===== src/rtl/lbuf_win_ctrl_if.sv =====
// Pixel-stream handshake plus line-buffer control bundle for the window sequencer.
// Pure wiring, no latency of its own.
// Back-pressure travels as the controller-driven oREADY; iSTALL carries the downstream hold.
interface lbuf_win_ctrl_if #(
   parameter int CW = 5
);
   logic          iSTART;
   logic          iVALID;
   logic          oREADY;
   logic          iSTALL;
   logic          oLB_EN;
   logic          oLB_START;
   logic          oWIN_VALID;
   logic [CW-1:0] oROW;
   logic [CW-1:0] oCOL;
   logic          oBUSY;
   logic          oDONE;

   // Pixel source / frame controller side
   modport master (
      output iSTART, iVALID, iSTALL,
      input  oREADY, oLB_EN, oLB_START, oWIN_VALID, oROW, oCOL, oBUSY, oDONE
   );

   // Window sequencer side
   modport slave (
      input  iSTART, iVALID, iSTALL,
      output oREADY, oLB_EN, oLB_START, oWIN_VALID, oROW, oCOL, oBUSY, oDONE
   );
endinterface


===== src/rtl/lbuf_win_ctrl.sv =====
// Sequences the L_BUF line-buffer chain and flags complete KxK windows per accepted pixel.
// oLB_EN/oREADY are combinational; oWIN_VALID/oROW/oCOL appear 1 cycle after acceptance.
// Downstream iSTALL (or a pending iSTART) withholds oREADY; no pixel is consumed while low.
module lbuf_win_ctrl #(
   parameter int IMG_W = 17,
   parameter int IMG_H = 17,
   parameter int K     = 3,
   parameter int CW    = 5
) (
   input logic             iCLK,
   input logic             iRSTn,
   lbuf_win_ctrl_if.slave  bus
);

   localparam logic [CW-1:0] LAST_COL      = CW'(IMG_W - 1);
   localparam logic [CW-1:0] LAST_ROW      = CW'(IMG_H - 1);
   localparam logic [CW-1:0] FILL_LAST_ROW = CW'(K - 2);
   localparam logic [CW-1:0] WIN_MIN       = CW'(K - 1);

   typedef enum logic [2:0] {
      IDLE,
      CLEAR,
      FILL,
      RUN,
      DONE
   } state_t;

   state_t        state;
   state_t        state_nxt;
   logic [CW-1:0] row;
   logic [CW-1:0] col;
   logic          ready;
   logic          acc;
   logic          last_col;
   logic          win_vld;
   logic [CW-1:0] win_row;
   logic [CW-1:0] win_col;

   // State register
   always_ff @(posedge iCLK or negedge iRSTn) begin
      if (!iRSTn) begin
         state <= IDLE;
      end else begin
         state <= state_nxt;
      end
   end

   // Handshake and next-state decode; a restart overrides everything outside IDLE
   always_comb begin
      ready     = ((state == FILL) || (state == RUN)) && !bus.iSTALL && !bus.iSTART;
      acc       = bus.iVALID && ready;
      last_col  = (col == LAST_COL);
      state_nxt = state;
      case (state)
         IDLE:    if (bus.iSTART) state_nxt = CLEAR;
         CLEAR:   state_nxt = FILL;
         FILL:    if (acc && last_col && (row == FILL_LAST_ROW)) state_nxt = RUN;
         RUN:     if (acc && last_col && (row == LAST_ROW)) state_nxt = DONE;
         DONE:    state_nxt = IDLE;
         default: state_nxt = IDLE;
      endcase
      if (bus.iSTART && (state != IDLE)) begin
         state_nxt = CLEAR;
      end
   end

   // Pixel position counters: zeroed on (re)start, advanced only by accepted pixels
   always_ff @(posedge iCLK or negedge iRSTn) begin
      if (!iRSTn) begin
         row <= '0;
         col <= '0;
      end else if (bus.iSTART || (state == CLEAR)) begin
         row <= '0;
         col <= '0;
      end else if (acc) begin
         if (last_col) begin
            col <= '0;
            row <= row + 1'b1;
         end else begin
            col <= col + 1'b1;
         end
      end
   end

   // Window flag registered on the same edge the line buffers shift
   always_ff @(posedge iCLK or negedge iRSTn) begin
      if (!iRSTn) begin
         win_vld <= 1'b0;
         win_row <= '0;
         win_col <= '0;
      end else if (acc) begin
         win_vld <= (row >= WIN_MIN) && (col >= WIN_MIN);
         win_row <= row;
         win_col <= col;
      end else begin
         win_vld <= 1'b0;
      end
   end

   assign bus.oREADY     = ready;
   assign bus.oLB_EN     = acc;
   assign bus.oLB_START  = (state == CLEAR);
   assign bus.oBUSY      = (state != IDLE);
   assign bus.oDONE      = (state == DONE);
   assign bus.oWIN_VALID = win_vld;
   assign bus.oROW       = win_row;
   assign bus.oCOL       = win_col;

endmodule

===== src/flat_wrapper.sv =====
// flat-port wrapper written by rule: the top's interface ports become plain ports
module lbuf_win_ctrl_flat 
#(
   parameter int IMG_W = 17,
   parameter int IMG_H = 17,
   parameter int K     = 3,
   parameter int CW    = 5
)
  (iCLK, iRSTn, bus_iSTART, bus_iVALID, bus_iSTALL, bus_oREADY, bus_oLB_EN, bus_oLB_START, bus_oWIN_VALID, bus_oROW, bus_oCOL, bus_oBUSY, bus_oDONE);
  lbuf_win_ctrl_if #(.CW(CW)) bus_i ();
  input logic iCLK;
  input logic iRSTn;
  input wire logic [$bits(bus_i.iSTART)-1:0] bus_iSTART;
  input wire logic [$bits(bus_i.iVALID)-1:0] bus_iVALID;
  input wire logic [$bits(bus_i.iSTALL)-1:0] bus_iSTALL;
  output wire logic [$bits(bus_i.oREADY)-1:0] bus_oREADY;
  output wire logic [$bits(bus_i.oLB_EN)-1:0] bus_oLB_EN;
  output wire logic [$bits(bus_i.oLB_START)-1:0] bus_oLB_START;
  output wire logic [$bits(bus_i.oWIN_VALID)-1:0] bus_oWIN_VALID;
  output wire logic [$bits(bus_i.oROW)-1:0] bus_oROW;
  output wire logic [$bits(bus_i.oCOL)-1:0] bus_oCOL;
  output wire logic [$bits(bus_i.oBUSY)-1:0] bus_oBUSY;
  output wire logic [$bits(bus_i.oDONE)-1:0] bus_oDONE;
  assign bus_i.iSTART = bus_iSTART;
  assign bus_i.iVALID = bus_iVALID;
  assign bus_i.iSTALL = bus_iSTALL;
  assign bus_oREADY = bus_i.oREADY;
  assign bus_oLB_EN = bus_i.oLB_EN;
  assign bus_oLB_START = bus_i.oLB_START;
  assign bus_oWIN_VALID = bus_i.oWIN_VALID;
  assign bus_oROW = bus_i.oROW;
  assign bus_oCOL = bus_i.oCOL;
  assign bus_oBUSY = bus_i.oBUSY;
  assign bus_oDONE = bus_i.oDONE;
  lbuf_win_ctrl #(.IMG_W(IMG_W), .IMG_H(IMG_H), .K(K), .CW(CW)) u_core (.iCLK(iCLK), .iRSTn(iRSTn), .bus(bus_i));
endmodule

===== config.mk =====
export PLATFORM = sky130hd
export DESIGN_NAME = lbuf_win_ctrl_flat
export DESIGN_NICKNAME = d
export VERILOG_FILES = /design/src/rtl/lbuf_win_ctrl_if.sv /design/src/rtl/lbuf_win_ctrl.sv /design/src/flat_wrapper.sv
export SDC_FILE = /design/constraint.sdc
export NUM_CORES = 1
export LEC_CHECK = 0
export ABC_AREA = 1
export BUFFER_PORTS_ARGS = -buffer_cell sky130_fd_sc_hd__buf_4
export CORE_ASPECT_RATIO = 0.7
export CORE_MARGIN = 2
export CORE_UTILIZATION = 55
export DETAILED_ROUTE_END_ITERATION = 7
export PLACE_DENSITY = 0.85
export SLEW_MARGIN = 20
export SYNTH_ARGS = -nofsm -noshare
export SYNTH_HDL_FRONTEND = slang
export SYNTH_SLANG_ARGS = --single-unit

===== constraint.sdc =====
create_clock -name iCLK -period 1.7 [get_ports iCLK]
set_input_delay 0.17 -clock iCLK [delete_from_list [all_inputs] [get_ports iCLK]]
set_output_delay 0.17 -clock iCLK [all_outputs]
set_load 0.01 [all_outputs]

==> results.yml <==
placement:
  routabilityCongestion: 0.8353
  hpwlAfterDp_um: 1986
  place_ws_ps: 171.0
  place_area_mm2: 0.001488
  portBuffers: 20
  placed_cells: 204
worst_setup_path:
  cp_data_required_time_ps: 1920
  critPathMaxFanout: 8
  crit_path_start: "u_core.col[1]$_DFFE_PN0P_"
  reg2reg_from: "u_core.col[1]$_DFFE_PN0P_"
  cp-start-kind: "register"
  cp.arrival_ps: 1790
  crit_type: "register to register"
  critPathCaptureType: "register"
die:
  coreArea_mm2: 0.002190
  start_util_pct: 59.60
  die_x_um: 62.22
  fp-row-count: 14
  ios: 21
  die-area_mm2: 0.002785
  chipHeight_um: 44.76
timing:
  fin_worst_skew_ps: 5.687
  holdWs_ps: 193.9
  fin_tns_setup_ps: 0
  final_max_slew_viol_count: 0
  finalSetupViolations: 0
  maxSlewHeadroom_pct: 77.41
  finalCriticalPeriod_ps: 1578
  fmax_ghz: 0.6338
  worstMarginPinSlew_ps: 338.9
  setup_ws_ps: 122.3
  finalCritPeriodShare_pct: 92.81
  rsz0062_at_grt: "false"
  finalHoldViolations: 0
route:
  wl_met2_um: 1104
  ant_nets: 0
  wl_met3_um: 237
  drc: 0
  wl_um: 2517
  wl_met1_um: 1160
  vias: 1083
  viasPerCell: 5.182
  avgRoutedWirePerCell_um: 12.04
  top_layer: "met4"
  drtIter0Drc: 71
  dr.pass1.iters: 4
synthesis:
  synth_top_area_share_pct: 46.02
  synth_top_cell_by_area: "dfrtp_1"
  syn_area_mm2: 0.001305
  synth.distinct_cells: 22
  yosysSeqAreaShare_pct: 46.02
  yosys-top-cells-area: "dfrtp_1, nand2_1, ha_1"
  synthCells: 153
  synth_nets: 165
  avgSynthCellArea_um2: 8.529
  yosysWarnings: 0
  synth_seq_cells: 24
pwr:
  clock_power_share_pct: 21.1
  powerDensity_mw_per_mm2: 919.7
  p_seq_share_pct: 46.7
  switchingPower_uw: 491.6
  power.share.combinational_pct: 32.1
  peakVddDrop_mv: 0.7170
  power.share.switching_pct: 34.85
  power.leakage_nw: 0.7487
  p_total_mw: 1.411
  p_int_uw: 919.1
cts:
  tritoncts: "done"
  cts.repair.resized: 0
  cts.sinks: 24
  clkLatencyLatePin_ps: 310
  cts-root-buf: "clkbuf_4"
  cts_buffers: 3
  cts-htree-levels: 1
  clk_pin_slew_ps: 130
  cts_max_path_buffers: 2
cells_and_area:
  fin_nets: 190
  postLayoutCellArea_mm2: 0.001534
  fin_cells: 209
  area_delta_synth_final_pct: 17.55
  final_common_cell: "nand2_1"
  fin_util_pct: 70.06
  n_antenna_cell: 0
  mostFrequentLayoutCells: "nand2_1, dfrtp_1, buf_4"
  fillCellCount: 185
  drive_gt1_share_pct: 21.47
grt:
  grt_max_degree: 25
  grt_antenna_before_repair: 0
  grt_pass1_wl_um: 4512
  grt_pass1_vias: 998
  overflow: 0
  grt_usage_pct: 20.91
flow_run:
  drv_cap: 0
outcome:
  status: "complete, no violations"
worst_hold_path:
  hp-start: "bus_iSTART"
  hold_class: "input pin to register"
-- repair_timing --
action                                 CTS  global route
endpoints found under the hold margin   24             0
buffers inserted                         0             0
hold buffers                             1             0
-- kinds of logic (layout without fill, tap and decap cells) --
| kind of cell | Yosys count | after routing | share of synthesized area, % |
|---|---|---|---|
| compound gates | 21 | 21 | 10.55 |
| fa+ha+maj | 7 | 7 | 6.711 |
| buf+inv | 20 | 44 | 6.327 |
| simple gates | 79 | 79 | 29.05 |
| xor+xnor | 2 | 2 | 1.343 |
| flops | 24 | 24 | 46.02 |
-- area by class of cell --
class                           instances  area (µm²)  area share, %
Clock buffer                            4       36.28          2.365
Inverter                               18       67.56          4.405
Multi-Input combinational cell        109       621.8          40.54
Sequential cell                        24       600.6          39.15
Tap cell                               32       40.04          2.610
Timing Repair Buffer                   22       167.7          10.93
-- sequential cells by signal, summed over array words and instances, names as in the netlist --
name and cells:
u_core.col 5, u_core.bus.oCOL 5, u_core.row 5, u_core.state 3, u_core.bus.oROW 5, u_core.bus.oWIN_VALID 1
-- critical path: stages, from the launching register on --
cell     delay (ps)
dfrtp_1         430
inv_1           130
ha_1            280
nand3_4         130
o21ai_4         270
nand3_1         120
nand2_1          80
nor2_1           40
-- path summary, 6_finish.rpt --
path	to	slack, ps	cells past startpoint
worst min register to register	u_core.bus.oCOL[1]$_DFFE_PN0P_	500	2
worst max register to register	u_core.row[2]$_DFFE_PN0P_	120	7
min in group asynchronous	u_core.col[3]$_DFFE_PN0P_	270	2
worst max-delay path	u_core.row[2]$_DFFE_PN0P_	120	7
worst min-delay path	u_core.state[0]$_DFFE_PN0P_	190	4
max in group asynchronous	u_core.col[0]$_DFFE_PN0P_	1200	2
-- power by group through the flow --
stage	Combinational, mW	Sequential [mW]	Clock (mW)
6_report	0.453	0.660	0.298
3_5_place_dp	0.450	0.671	0
2_1_floorplan	0.286	0.672	0
3_3_place_gp	0.438	0.666	0
4_1_cts	0.454	0.660	0.304
5_1_grt	0.514	0.668	0.333
-- synthesized netlist by cell type --
master / number
nand2_1: 37
dfrtp_1: 24
inv_1: 15
nor2_1: 15
nand3_1: 12
o21ai_0: 11
ha_1: 7
nor3_1: 6
a21oi_1: 4
inv_2: 3
nand2_2: 3
nor2_4: 3
nand3_4: 2
o21ai_1: 2
xor2_1: 2
a211oi_1: 1
a31oi_4: 1
and2_1: 1
buf_6: 1
clkbuf_1: 1
o211ai_1: 1
o21ai_4: 1
-- routing by layer --
layer  up-vias  GRT usage, %
met1       499         28.78
met2        44         34.78
met4         0         4.444
met3         2         5.237
li1        538             -
met5         -             0
No activity file was read; power rests on OpenSTA's default activity.
